<file path="config.mk">
export PLATFORM = sky130hd
export DESIGN_NAME = sgd_rd_req_gen_flat
export DESIGN_NICKNAME = d
export VERILOG_FILES = /design/src/rtl/sgd_rd_req_gen_pkg.sv /design/src/rtl/sgd_rd_req_gen_if.sv /design/src/rtl/sgd_rd_req_gen_credit.sv /design/src/rtl/sgd_rd_req_gen.sv /design/src/flat_wrapper.sv
export SDC_FILE = /design/constraint.sdc
export NUM_CORES = 2
export LEC_CHECK = 0
export CAP_MARGIN = 10
export CORE_ASPECT_RATIO = 0.5
export CORE_MARGIN = 1.5
export CORE_UTILIZATION = 50
export CTS_CLUSTER_SIZE = 20
export DETAILED_ROUTE_END_ITERATION = 6
export PLACE_DENSITY = 0.81
export REMOVE_ABC_BUFFERS = 1
export SETUP_SLACK_MARGIN = 0.15
export SLEW_MARGIN = 20
export SYNTH_ARGS = -nofsm -noshare
export SYNTH_HDL_FRONTEND = slang
export SYNTH_HIERARCHICAL = 1
export SYNTH_SLANG_ARGS = --single-unit
export TNS_END_PERCENT = 30
</file>
<file path="constraint.sdc">
create_clock -name clk -period 25.3 [get_ports clk]
set_clock_uncertainty 0.2 [all_clocks]
set_input_delay 3.795 -clock clk [delete_from_list [all_inputs] [get_ports clk]]
set_output_delay 3.795 -clock clk [all_outputs]
set_load 0.02 [all_outputs]
</file>
<file path="src/rtl/sgd_rd_req_gen_pkg.sv">
`default_nettype none
// ============================================================================
// Module   : sgd_rd_req_gen_pkg
// Purpose  : Shared constants, read-tag values and FSM state encoding for
//            the SGD read-request issuer.
// Contents : MEM_RD_A_TAG / MEM_RD_B_TAG  ARID values for A and B reads
//            LINE_BYTES                   bytes per line / R beat
//            AXI_SIZE_64B, AXI_BURST_INCR fixed AR attributes
//            rd_req_state_e               request FSM states
//            min3()                       unsigned three-way minimum
// Revision : 1.0 - initial release
// ============================================================================
package sgd_rd_req_gen_pkg;

  localparam logic [4:0] MEM_RD_A_TAG   = 5'd1;
  localparam logic [4:0] MEM_RD_B_TAG   = 5'd2;
  localparam int         LINE_BYTES     = 64;
  localparam logic [2:0] AXI_SIZE_64B   = 3'b110;
  localparam logic [1:0] AXI_BURST_INCR = 2'b01;

  typedef enum logic [2:0] {
    ST_IDLE      = 3'd0,
    ST_REQ_B     = 3'd1,
    ST_REQ_A     = 3'd2,
    ST_EPOCH_END = 3'd3,
    ST_DRAIN     = 3'd4
  } rd_req_state_e;

  function automatic logic [31:0] min3(input logic [31:0] a,
                                       input logic [31:0] b,
                                       input logic [31:0] c);
    logic [31:0] m;
    m = (a < b) ? a : b;
    return (m < c) ? m : c;
  endfunction

endpackage
`default_nettype wire

</file>
<file path="src/rtl/sgd_rd_req_gen_if.sv">
`default_nettype none
// ============================================================================
// Module   : sgd_rd_req_gen_if
// Purpose  : AXI read-address channel plus the R-channel handshake pair that
//            the issuer watches to return credit.
// Ports    : master - drives AR payload/valid, observes ARREADY, RVALID, RREADY
//            slave  - the memory side (and R consumer)
// Revision : 1.0 - initial release
// ============================================================================
interface sgd_rd_req_gen_if #(
  parameter int ADDR_WIDTH = 64,
  parameter int ID_WIDTH   = 5
) ();

  logic                  m_axi_ARVALID;
  logic                  m_axi_ARREADY;
  logic [ADDR_WIDTH-1:0] m_axi_ARADDR;
  logic [7:0]            m_axi_ARLEN;
  logic [ID_WIDTH-1:0]   m_axi_ARID;
  logic [2:0]            m_axi_ARSIZE;
  logic [1:0]            m_axi_ARBURST;
  logic                  m_axi_RVALID;
  logic                  m_axi_RREADY;

  modport master (
    output m_axi_ARVALID, m_axi_ARADDR, m_axi_ARLEN, m_axi_ARID,
           m_axi_ARSIZE, m_axi_ARBURST,
    input  m_axi_ARREADY, m_axi_RVALID, m_axi_RREADY
  );

  modport slave (
    input  m_axi_ARVALID, m_axi_ARADDR, m_axi_ARLEN, m_axi_ARID,
           m_axi_ARSIZE, m_axi_ARBURST,
    output m_axi_ARREADY, m_axi_RVALID, m_axi_RREADY
  );

endinterface
`default_nettype wire

</file>
<file path="src/rtl/sgd_rd_req_gen_credit.sv">
`default_nettype none
// ============================================================================
// Module   : sgd_rd_req_gen_credit
// Purpose  : Up/down counter of requested-but-unreturned R beats.
// Ports    : clk, rst         clock, asynchronous active-high reset
//            inc_en, inc_len  add inc_len beats (AR handshake)
//            dec_en           remove one beat (R handshake)
//            req_len          candidate burst length for the room check
//            credit           current outstanding beat count
//            room             credit + req_len fits within MAX_OUTSTANDING
// Revision : 1.0 - initial release
// ============================================================================
module sgd_rd_req_gen_credit #(
  parameter int MAX_OUTSTANDING = 64
) (
  input  wire logic        clk,
  input  wire logic        rst,
  input  wire logic        inc_en,
  input  wire logic [31:0] inc_len,
  input  wire logic        dec_en,
  input  wire logic [31:0] req_len,
  output logic      [31:0] credit,
  output logic             room
);

  logic [31:0] credit_q;
  logic [31:0] credit_d;

  always_comb begin
    credit_d = credit_q;
    if (inc_en) begin
      credit_d = credit_d + inc_len;
    end
    if (dec_en) begin
      credit_d = credit_d - 32'd1;
    end
  end

  always_ff @(posedge clk or posedge rst) begin
    if (rst) begin
      credit_q <= '0;
    end else begin
      // An R beat with nothing outstanding means the memory side is broken.
      assert (!(dec_en && (credit_q == 32'd0)));
      credit_q <= credit_d;
    end
  end

  // 33-bit compare so a large req_len cannot wrap into a false "fits".
  assign room   = ({1'b0, credit_q} + {1'b0, req_len}) <= 33'(MAX_OUTSTANDING);
  assign credit = credit_q;

endmodule
`default_nettype wire

</file>
<file path="src/rtl/sgd_rd_req_gen.sv">
`default_nettype none
// ============================================================================
// Module   : sgd_rd_req_gen
// Purpose  : Issues AXI AR bursts for the SGD engine. Each epoch walks the B
//            (label) region and A (feature) region interleaved: one B line,
//            then that line's A lines, with A bursts split at 4 KB pages and
//            issue throttled by an outstanding-beat credit counter.
// Ports    : clk, rst                 clock, asynchronous active-high reset
//            started                  start pulse (IDLE only)
//            addr_a, addr_b           region bases, line aligned
//            num_b_lines              B lines per epoch
//            a_lines_per_b            A lines following each B line
//            num_epochs               epochs to run
//            m_axi                    AR channel + observed R handshake
//            done                     run complete, held until next start
//            state_counters_rd_req    cycles stalled with ARVALID & ~ARREADY
// Revision : 1.0 - initial release
// ============================================================================
module sgd_rd_req_gen
  import sgd_rd_req_gen_pkg::*;
#(
  parameter int DATA_WIDTH      = 512,
  parameter int ID_WIDTH        = 5,
  parameter int ADDR_WIDTH      = 64,
  parameter int MAX_BURST       = 16,
  parameter int MAX_OUTSTANDING = 64
) (
  input  wire logic                  clk,
  input  wire logic                  rst,
  input  wire logic                  started,
  input  wire logic [ADDR_WIDTH-1:0] addr_a,
  input  wire logic [ADDR_WIDTH-1:0] addr_b,
  input  wire logic [31:0]           num_b_lines,
  input  wire logic [31:0]           a_lines_per_b,
  input  wire logic [31:0]           num_epochs,
  sgd_rd_req_gen_if.master           m_axi,
  output logic                       done,
  output logic [31:0]                state_counters_rd_req
);

  localparam int BEAT_BYTES     = DATA_WIDTH / 8;
  localparam int LINE_SHIFT     = $clog2(BEAT_BYTES);
  localparam int LINES_PER_PAGE = 4096 / BEAT_BYTES;

  rd_req_state_e state_q, state_d;
  logic [ADDR_WIDTH-1:0] cfg_addr_a_q, cfg_addr_a_d;
  logic [ADDR_WIDTH-1:0] cfg_addr_b_q, cfg_addr_b_d;
  logic [31:0]           cfg_num_b_q, cfg_num_b_d;
  logic [31:0]           cfg_a_per_b_q, cfg_a_per_b_d;
  logic [31:0]           cfg_epochs_q, cfg_epochs_d;
  logic [ADDR_WIDTH-1:0] ptr_a_q, ptr_a_d;
  logic [ADDR_WIDTH-1:0] ptr_b_q, ptr_b_d;
  logic [31:0]           a_left_q, a_left_d;
  logic [31:0]           b_cnt_q, b_cnt_d;
  logic [31:0]           epoch_q, epoch_d;
  logic                  arvalid_q, arvalid_d;
  logic [ADDR_WIDTH-1:0] araddr_q, araddr_d;
  logic [7:0]            arlen_q, arlen_d;
  logic [ID_WIDTH-1:0]   arid_q, arid_d;
  logic                  done_q, done_d;
  logic [31:0]           stall_q, stall_d;

  logic [31:0] page_room;
  logic [31:0] a_len;
  logic [31:0] req_len;
  logic [31:0] burst_len;
  logic        hs;
  logic        r_beat;
  logic [31:0] credit;
  logic        room;

  // Lines left before the next 4 KB boundary; always in 1..LINES_PER_PAGE.
  assign page_room = 32'(LINES_PER_PAGE) - 32'(ptr_a_q[11:LINE_SHIFT]);
  assign a_len     = min3(a_left_q, 32'(MAX_BURST), page_room);
  assign req_len   = (state_q == ST_REQ_B) ? 32'd1 : a_len;
  assign burst_len = {24'd0, arlen_q} + 32'd1;
  assign hs        = arvalid_q & m_axi.m_axi_ARREADY;
  assign r_beat    = m_axi.m_axi_RVALID & m_axi.m_axi_RREADY;

  sgd_rd_req_gen_credit #(
    .MAX_OUTSTANDING (MAX_OUTSTANDING)
  ) u_credit (
    .clk     (clk),
    .rst     (rst),
    .inc_en  (hs),
    .inc_len (burst_len),
    .dec_en  (r_beat),
    .req_len (req_len),
    .credit  (credit),
    .room    (room)
  );

  always_comb begin
    state_d       = state_q;
    cfg_addr_a_d  = cfg_addr_a_q;
    cfg_addr_b_d  = cfg_addr_b_q;
    cfg_num_b_d   = cfg_num_b_q;
    cfg_a_per_b_d = cfg_a_per_b_q;
    cfg_epochs_d  = cfg_epochs_q;
    ptr_a_d       = ptr_a_q;
    ptr_b_d       = ptr_b_q;
    a_left_d      = a_left_q;
    b_cnt_d       = b_cnt_q;
    epoch_d       = epoch_q;
    arvalid_d     = arvalid_q;
    araddr_d      = araddr_q;
    arlen_d       = arlen_q;
    arid_d        = arid_q;
    done_d        = done_q;
    stall_d       = stall_q;

    if (arvalid_q && !m_axi.m_axi_ARREADY) begin
      stall_d = stall_q + 32'd1;
    end

    // Request slots: a new request is only loaded while ARVALID is low, so
    // a presented payload stays frozen until its handshake.
    case (state_q)
      ST_IDLE: begin
        if (started) begin
          cfg_addr_a_d  = addr_a;
          cfg_addr_b_d  = addr_b;
          cfg_num_b_d   = num_b_lines;
          cfg_a_per_b_d = a_lines_per_b;
          cfg_epochs_d  = num_epochs;
          ptr_a_d       = addr_a;
          ptr_b_d       = addr_b;
          b_cnt_d       = '0;
          epoch_d       = '0;
          done_d        = 1'b0;
          state_d       = ST_REQ_B;
        end
      end

      ST_REQ_B: begin
        if (arvalid_q) begin
          if (m_axi.m_axi_ARREADY) begin
            arvalid_d = 1'b0;
            ptr_b_d   = ptr_b_q + ADDR_WIDTH'(BEAT_BYTES);
            a_left_d  = cfg_a_per_b_q;
            b_cnt_d   = b_cnt_q + 32'd1;
            state_d   = ST_REQ_A;
          end
        end else if (room) begin
          arvalid_d = 1'b1;
          araddr_d  = ptr_b_q;
          arlen_d   = 8'd0;
          arid_d    = ID_WIDTH'(MEM_RD_B_TAG);
        end
      end

      ST_REQ_A: begin
        if (arvalid_q) begin
          if (m_axi.m_axi_ARREADY) begin
            arvalid_d = 1'b0;
            ptr_a_d   = ptr_a_q + (ADDR_WIDTH'(burst_len) << LINE_SHIFT);
            a_left_d  = a_left_q - burst_len;
            if (a_left_d == 32'd0) begin
              state_d = (b_cnt_q < cfg_num_b_q) ? ST_REQ_B : ST_EPOCH_END;
            end
          end
        end else if (room) begin
          arvalid_d = 1'b1;
          araddr_d  = ptr_a_q;
          arlen_d   = 8'(a_len - 32'd1);
          arid_d    = ID_WIDTH'(MEM_RD_A_TAG);
        end
      end

      ST_EPOCH_END: begin
        epoch_d = epoch_q + 32'd1;
        if (epoch_d < cfg_epochs_q) begin
          ptr_a_d = cfg_addr_a_q;
          ptr_b_d = cfg_addr_b_q;
          b_cnt_d = '0;
          state_d = ST_REQ_B;
        end else begin
          state_d = ST_DRAIN;
        end
      end

      ST_DRAIN: begin
        if (credit == 32'd0) begin
          done_d  = 1'b1;
          state_d = ST_IDLE;
        end
      end

      default: begin
        state_d = ST_IDLE;
      end
    endcase
  end

  always_ff @(posedge clk or posedge rst) begin
    if (rst) begin
      state_q       <= ST_IDLE;
      cfg_addr_a_q  <= '0;
      cfg_addr_b_q  <= '0;
      cfg_num_b_q   <= '0;
      cfg_a_per_b_q <= '0;
      cfg_epochs_q  <= '0;
      ptr_a_q       <= '0;
      ptr_b_q       <= '0;
      a_left_q      <= '0;
      b_cnt_q       <= '0;
      epoch_q       <= '0;
      arvalid_q     <= 1'b0;
      araddr_q      <= '0;
      arlen_q       <= '0;
      arid_q        <= '0;
      done_q        <= 1'b0;
      stall_q       <= '0;
    end else begin
      state_q       <= state_d;
      cfg_addr_a_q  <= cfg_addr_a_d;
      cfg_addr_b_q  <= cfg_addr_b_d;
      cfg_num_b_q   <= cfg_num_b_d;
      cfg_a_per_b_q <= cfg_a_per_b_d;
      cfg_epochs_q  <= cfg_epochs_d;
      ptr_a_q       <= ptr_a_d;
      ptr_b_q       <= ptr_b_d;
      a_left_q      <= a_left_d;
      b_cnt_q       <= b_cnt_d;
      epoch_q       <= epoch_d;
      arvalid_q     <= arvalid_d;
      araddr_q      <= araddr_d;
      arlen_q       <= arlen_d;
      arid_q        <= arid_d;
      done_q        <= done_d;
      stall_q       <= stall_d;
    end
  end

  assign m_axi.m_axi_ARVALID = arvalid_q;
  assign m_axi.m_axi_ARADDR  = araddr_q;
  assign m_axi.m_axi_ARLEN   = arlen_q;
  assign m_axi.m_axi_ARID    = arid_q;
  assign m_axi.m_axi_ARSIZE  = AXI_SIZE_64B;
  assign m_axi.m_axi_ARBURST = AXI_BURST_INCR;
  assign done                  = done_q;
  assign state_counters_rd_req = stall_q;

endmodule
`default_nettype wire

</file>
<file path="src/flat_wrapper.sv">
// flat-port wrapper written by rule: the top's interface ports become plain ports
module sgd_rd_req_gen_flat import sgd_rd_req_gen_pkg::*;
#(
  parameter int DATA_WIDTH      = 512,
  parameter int ID_WIDTH        = 5,
  parameter int ADDR_WIDTH      = 64,
  parameter int MAX_BURST       = 16,
  parameter int MAX_OUTSTANDING = 64
)
  (clk, rst, started, addr_a, addr_b, num_b_lines, a_lines_per_b, num_epochs, done, state_counters_rd_req, m_axi_m_axi_ARVALID, m_axi_m_axi_ARADDR, m_axi_m_axi_ARLEN, m_axi_m_axi_ARID, m_axi_m_axi_ARSIZE, m_axi_m_axi_ARBURST, m_axi_m_axi_ARREADY, m_axi_m_axi_RVALID, m_axi_m_axi_RREADY);
  sgd_rd_req_gen_if #(.ADDR_WIDTH(ADDR_WIDTH), .ID_WIDTH(ID_WIDTH)) m_axi_i ();
  input  wire logic clk;
  input  wire logic rst;
  input  wire logic started;
  input  wire logic [ADDR_WIDTH-1:0] addr_a;
  input  wire logic [ADDR_WIDTH-1:0] addr_b;
  input  wire logic [31:0] num_b_lines;
  input  wire logic [31:0] a_lines_per_b;
  input  wire logic [31:0] num_epochs;
  output logic done;
  output logic [31:0] state_counters_rd_req;
  output wire logic [$bits(m_axi_i.m_axi_ARVALID)-1:0] m_axi_m_axi_ARVALID;
  output wire logic [$bits(m_axi_i.m_axi_ARADDR)-1:0] m_axi_m_axi_ARADDR;
  output wire logic [$bits(m_axi_i.m_axi_ARLEN)-1:0] m_axi_m_axi_ARLEN;
  output wire logic [$bits(m_axi_i.m_axi_ARID)-1:0] m_axi_m_axi_ARID;
  output wire logic [$bits(m_axi_i.m_axi_ARSIZE)-1:0] m_axi_m_axi_ARSIZE;
  output wire logic [$bits(m_axi_i.m_axi_ARBURST)-1:0] m_axi_m_axi_ARBURST;
  input wire logic [$bits(m_axi_i.m_axi_ARREADY)-1:0] m_axi_m_axi_ARREADY;
  input wire logic [$bits(m_axi_i.m_axi_RVALID)-1:0] m_axi_m_axi_RVALID;
  input wire logic [$bits(m_axi_i.m_axi_RREADY)-1:0] m_axi_m_axi_RREADY;
  assign m_axi_m_axi_ARVALID = m_axi_i.m_axi_ARVALID;
  assign m_axi_m_axi_ARADDR = m_axi_i.m_axi_ARADDR;
  assign m_axi_m_axi_ARLEN = m_axi_i.m_axi_ARLEN;
  assign m_axi_m_axi_ARID = m_axi_i.m_axi_ARID;
  assign m_axi_m_axi_ARSIZE = m_axi_i.m_axi_ARSIZE;
  assign m_axi_m_axi_ARBURST = m_axi_i.m_axi_ARBURST;
  assign m_axi_i.m_axi_ARREADY = m_axi_m_axi_ARREADY;
  assign m_axi_i.m_axi_RVALID = m_axi_m_axi_RVALID;
  assign m_axi_i.m_axi_RREADY = m_axi_m_axi_RREADY;
  sgd_rd_req_gen #(.DATA_WIDTH(DATA_WIDTH), .ID_WIDTH(ID_WIDTH), .ADDR_WIDTH(ADDR_WIDTH), .MAX_BURST(MAX_BURST), .MAX_OUTSTANDING(MAX_OUTSTANDING)) u_core (.clk(clk), .rst(rst), .started(started), .addr_a(addr_a), .addr_b(addr_b), .num_b_lines(num_b_lines), .a_lines_per_b(a_lines_per_b), .num_epochs(num_epochs), .m_axi(m_axi_i), .done(done), .state_counters_rd_req(state_counters_rd_req));
endmodule
</file>
* Word-level counts from Yosys, hierarchy flattened *
Index checks and enable logic that the tools add are counted.

operators by class
  eq/ne operators = 16
  $lt $le $gt $ge = 5
  bitwise gates (word level) = 2
  reduce and logical (&&, ||, !) cells = 19
  multiplexer cells = 57
  add/sub/neg operators = 12

operators with widths
  cell                                                  count
  2-to-1 mux 64 bit                                     12
  2-to-1 mux 32 bit                                     13
  case mux 64 bit (3 select lines)                      2
  case mux 32 bit (2 select lines)                      2
  case mux 64 bit (2 select lines)                      1
  adder 32 x 1 -> 32 bit, second input constant         3
  < comparator 32 bit                                   3
  case mux 32 bit (3 select lines)                      1
  adder 64 x 38 -> 64 bit                               1
  adder 64 x 7 -> 64 bit, second input constant         1
  zero test 32 bit                                      2
  adder 32 x 32 -> 33 bit                               1
  <= comparator 33 x 7 -> 1 bit, second input constant  1
  adder 32 bit                                          1
  < comparator 32 x 5 -> 1 bit, second input constant   1
  2-to-1 mux 8 bit                                      4
  subtractor 32 x 1 -> 32 bit, second input constant    1
  subtractor 32 bit                                     1
  2-to-1 mux 3 bit                                      8
  2-to-1 mux 5 bit                                      4
  AND reduction 5 bit                                   4
  case mux 8 bit (2 select lines)                       1
  case mux 3 bit (5 select lines)                       1
  != test 2 x 1 -> 1 bit, second input constant         7
  21 further kinds                                      35

word-level totals
  register bits = 594
  input port bits = 230
  logic and storage cells = 129

* Logic depth before layout (Yosys ltp) *
  depth in word-level cells = 10
  depth in mapped cells = 32
  gate-level depth less buffers = 30

* Hierarchy *
The synthesis kept the hierarchy.

modules (own cells, without submodules)
  module                 area each (sq um)  cells each  times used
  sgd_rd_req_gen         31,093.6           3,656       1
  sgd_rd_req_gen_credit  5,758.0            762         1

* Worst setup path before layout *
OpenSTA, ideal clock, no wires.

  kind = register to register
  start point = reg u_core.a_left_q[12]
  end point = reg u_core.arlen_q[7], in the netlist u_core/m_axi.m_axi_ARLEN[7]
  arrival time = 6,441 ps
  path slack = 18,590 ps
  stages on the path, launching flop included = 30
  buffers on the path = 3
  setup time = 69 ps
  path through = dfrtp_1 > buf_6 > nor4_4 > nand3_2 > nor4_4 > inv_1 > ha_1 > o21a_1 > o21a_1 > a21oi_1 > buf_2 > mux2i_1 > nor2_1 > ha_1 > a21o_1 > a21oi_1 > a21boi_0 > a32o_1 > or3_1 > a211oi_1 > o2111ai_1 > a2111oi_0 > nand4_1 > nor4_1 > nand2b_1 > clkbuf_1 > nor2_1 > nand3_1 > or3_1 > nand3_1

on the way
  longest elaborated chain between the ends = 9
  elaborated cells on any way between the ends = 14

ends and longest elaborated chain
  element                            RTL line                     text
  from (decl)                        sgd_rd_req_gen.sv:53         logic [31:0] a_left_q, a_left_d;
  from (signal assigned)             sgd_rd_req_gen.sv:223        a_left_q <= a_left_d;
  < comparator 32 x 5 -> 1 bit       sgd_rd_req_gen_pkg.sv:33     m = (a < b) ? a : b;
  2-to-1 mux 32 bit (*)              sgd_rd_req_gen_pkg.sv:33
  < comparator 32 bit                sgd_rd_req_gen_pkg.sv:34     return (m < c) ? m : c;
  2-to-1 mux 32 bit (*)              sgd_rd_req_gen_pkg.sv:34
  2-to-1 mux 32 bit (*)              sgd_rd_req_gen.sv:75         assign req_len = (state_q == ST_REQ_B) ? 32'd1 : a_len;
  named net u_core.req_len[3]        sgd_rd_req_gen.sv:65         logic [31:0] req_len;
  adder 32 x 32 -> 33 bit (*)        sgd_rd_req_gen_credit.sv:50  assign room = ({1'b0, credit_q} + {1'b0, req_len}) <= 33'(MAX_OUTSTANDING);
  <= comparator 33 x 7 -> 1 bit (*)  sgd_rd_req_gen_credit.sv:50
  named net u_core.room              sgd_rd_req_gen.sv:70         logic room;
  != test 2 x 1 -> 1 bit (no line)   --
  AND reduction 5 bit (no line) (*)  --
  to (signal assigned)               sgd_rd_req_gen.sv:228        arlen_q <= arlen_d;
  to (decl)                          sgd_rd_req_gen.sv:58         logic [7:0] arlen_q, arlen_d;

Mark *: on every way through the listed nets, which the timed path passes. The rest lies on a longest branch. The select of a mux whose other input is x is not followed.
A chain may end at the register's enable or synchronous reset.

* Final worst setup path *
  start point = reg u_core.a_left_q[12]
  end point = reg u_core.araddr_q[17], in the netlist u_core/m_axi.m_axi_ARADDR[17]

on the way
  longest elaborated chain between the ends = 9
  elaborated cells on any way between the ends = 10

ends and longest elaborated chain
  element                            RTL line                     text
  < comparator 32 x 5 -> 1 bit       sgd_rd_req_gen_pkg.sv:33
  2-to-1 mux 32 bit (*)              sgd_rd_req_gen_pkg.sv:33
  < comparator 32 bit                sgd_rd_req_gen_pkg.sv:34
  2-to-1 mux 32 bit (*)              sgd_rd_req_gen_pkg.sv:34
  2-to-1 mux 32 bit (*)              sgd_rd_req_gen.sv:75
  named net u_core.req_len[0]        sgd_rd_req_gen.sv:65
  adder 32 x 32 -> 33 bit (*)        sgd_rd_req_gen_credit.sv:50
  <= comparator 33 x 7 -> 1 bit (*)  sgd_rd_req_gen_credit.sv:50
  named net u_core.room              sgd_rd_req_gen.sv:70
  != test 2 x 1 -> 1 bit (no line)   --
  AND reduction 5 bit (no line) (*)  --
  to (signal assigned)               sgd_rd_req_gen.sv:227        araddr_q <= araddr_d;
  to (decl)                          sgd_rd_req_gen.sv:57         logic [ADDR_WIDTH-1:0] araddr_q, araddr_d;

Mark *: on every way through the listed nets, which the timed path passes. The rest lies on a longest branch.

==> reports/results.ini <==
[run_status]
status = finished with violations
violations = DRC

[sta]
hold_viol = 0
tns_ps = 0
worst_slew_pin_slew_ps = 1070
min_period_over_period_pct = 32.9
slew_headroom_pct = 28.7
holdWs_ps = 275
timing.final.ws_setup_ps = 16990
rsz0062_at_grt = no
min_period_ps = 8310
max_freq_mhz = 120
finalSetupViolations = 0
finalMaxSlewViolations = 0

[synth]
netlist_area_um2 = 36900
synth_seq_cells = 591
synth_compound_area_share_pct = 22.0
synth_top_area_share_pct = 40.1
syn_inst = 4418
synth-seq-area-share_pct = 40.1
synthArstFlopShare_pct = 100
synth_top_family_by_area = simple AND/OR/NAND/NOR gates
synth_xor_area_share_pct = 3.79
synthSimpleGateAreaFrac_pct = 22.6
synthMuxAreaShare_pct = 1.54
ys.warnings.count = 6
synthDistinctLibCells = 101
avgSynthCellArea_um2 = 8.34
synth_area_leader_cell = dfrtp_1
synth_area_leaders = dfrtp_1 (40%), nand2_1 (9.4%), ha_1 (5.3%)
synthFlopType = dfrtp_1
synth_adder_area_share_pct = 5.51
synth-edff-count = 0

[layout]
drive_gt1_share_pct = 4.82
synthToLayoutAreaGrowth_pct = 16.4
mostFrequentLayoutCells = nand2_1 (922), dfrtp_1 (588), o21ai_0 (375)
layoutNonFillerInstCount = 5665
layout_commonest_cell = nand2_1
fin_nets = 5033

[placement]
port-buffer-count = 337
dpl_worst_slack_ps = 17150
dp_hpwl_um = 81400
place_congestion = 0.939
placedCellCount = 5557

[clocking]
clk_pin_slew_ps = 70
clock_latency_ps = 650
cts_made_buffers = 55
cts_buffer_depth = 3
ctsHoldBuffers = 0
ctsResizeCount = 0
cts_setup_buffers = 0
cts_tree = built
cts_sinks = 591
htree_levels = 2
cts-root-buf = clkbuf_16

[route]
vias_per_cell = 6.27
first_pass_iters = 7
drtAntennaViolNets = 0
dr.first_iter.drc_count = 4050
wl_per_cell_um = 20.8
drt-total-wl_um = 118000
num_vias = 35500
drc_errors = 2

[global_routing]
grt_pass1_vias = 34200
grtUsageTotal_pct = 30.5
grt_max_degree = 172
grt_pass1_wl_um = 188000
antenna_found_initial = 7
grt_overflow_total = 0

[worst_setup_path]
worstPathArrival_ps = 8580
crit_slowest_cell = nor4_1
worst_setup_path_end_kind = flop
cp-start-kind = flop
worst-path-buf-inv = 4
cp_common_cell = a21oi_1
path_class = flop to flop
crit_path_max_fanout = 65
cp.required_ps = 25570
path_delay_family = simple AND/OR/NAND/NOR gates
slowest_delay_ps = 780

[floorplan]
coreArea_um2 = 73000
die_area_um2 = 75400
fp-row-count = 70
die_w_um = 387
start_util_pct = 50.5
die_y_um = 195
io_pins = 346

[min_path]
hp-class = flop to flop

[power_and_ir_drop]
peakVddDrop_v = 0.0000736
power_density_nw_per_um2 = 77.6
power_leakage_nw = 19.6

[job]
drv_cap = 0

-- cell families after synthesis --
kind of cell | count (synthesis)
AND/OR/NAND/NOR | 1804
other | 2
multiplexers | 54
flip-flops | 591
XOR/XNOR | 158
adder cells (fa/ha/maj) | 160
buffers and inverters | 407
AO/OA/AOI/OAI | 1242
-- synth_stat cells (all sizes together) (10+ instances only) --
master and n:
o21ai 381, nor2b 20, mux2 22, and3 81, a31oi 47, and2 28, ha 156, o311ai 13
o31ai 127, nand4 73, a21o 47, a22oi 70, a21boi 12, clkbuf 212, o211ai 19, a211o 17
a21oi 241, a221oi 24, nand2 925, nand2b 21, inv 134, nor4 55, o21bai 16, or3 21
or2 13, xor2 60, dfrtp 591, xnor2 97, and4 20, o21a 29, a22o 25, o22ai 17
nor3 79, nand3 123, buf 60, mux2i 32, a222oi 24, a2bb2oi 10, a211oi 31, or4 32
nor2 278
-- through the flow --
stage,utilization (%),cell area [um2],power (mW)
after detailed placement,56.2,41000,2.43
after CTS,58.7,42800,3.30
after floorplan,-,36000,2.10
after global placement,56.2,41000,2.39
final,58.8,42900,3.33
after global routing,58.8,42900,3.53
-- tightest hold or removal path: cells and delay by family (launching register included) --
family,cells,cell delay (ps)
flip-flops,1,340
AND/OR/NAND/NOR,2,110
-- flip-flops by register name, summed over array words and instances (netlist names), 64 cells and up --
register and cells:
u_core/m_axi.m_axi_ARADDR 64, u_core/cfg_addr_b_q 64, u_core/ptr_a_q 64, u_core/ptr_b_q 64, u_core/cfg_addr_a_q 64
-- final cells by class --
class                   count  area [um2]
diodes                      7        17.5
clock buffers              81        1590
clock inverters            19         238
fillers                  6240       30100
inverters                 135         514
multi-input cells        3476       20800
flip-flops and latches    591       14800
well taps                 972        1220
repair buffers            384        3760
-- per-layer routing --
layer,routed length [um],share of wire [%],up-vias,GRT usage [%]
li1,-,-,16300,-
met1,47800,41,17300,39.8
met2,56500,48,1617,50.5
met3,8110,6.9,282,3.93
met4,5540,4.7,0,15.0
met5,0,0,-,0
-- power by group --
| group | total, mW | switching, mW | internal [mW] |
|---|---|---|---|
| sequential | 1.32 | 0.183 | 1.13 |
| combinational | 1.15 | 0.701 | 0.451 |
| clock | 0.860 | 0.389 | 0.470 |
-- path summary, 6_finish.rpt --
path / start / end / slack, ps / cells past startpoint
max: u_core/a_left_q[12] / u_core/m_axi.m_axi_ARADDR[17] / 16990 / 29
min: u_core/cfg_epochs_q[0] / u_core/cfg_epochs_q[0] / 270 / 2
max in group asynchronous: rst / u_core/ptr_b_q[43] / 19320 / 5
min reg2reg: u_core/cfg_epochs_q[0] / u_core/cfg_epochs_q[0] / 270 / 2
max reg2reg: u_core/a_left_q[12] / u_core/m_axi.m_axi_ARADDR[17] / 16990 / 29
min in group asynchronous: rst / u_core/state_counters_rd_req[16] / 3530 / 2
Note: power is estimated with default switching activity, not from simulation.
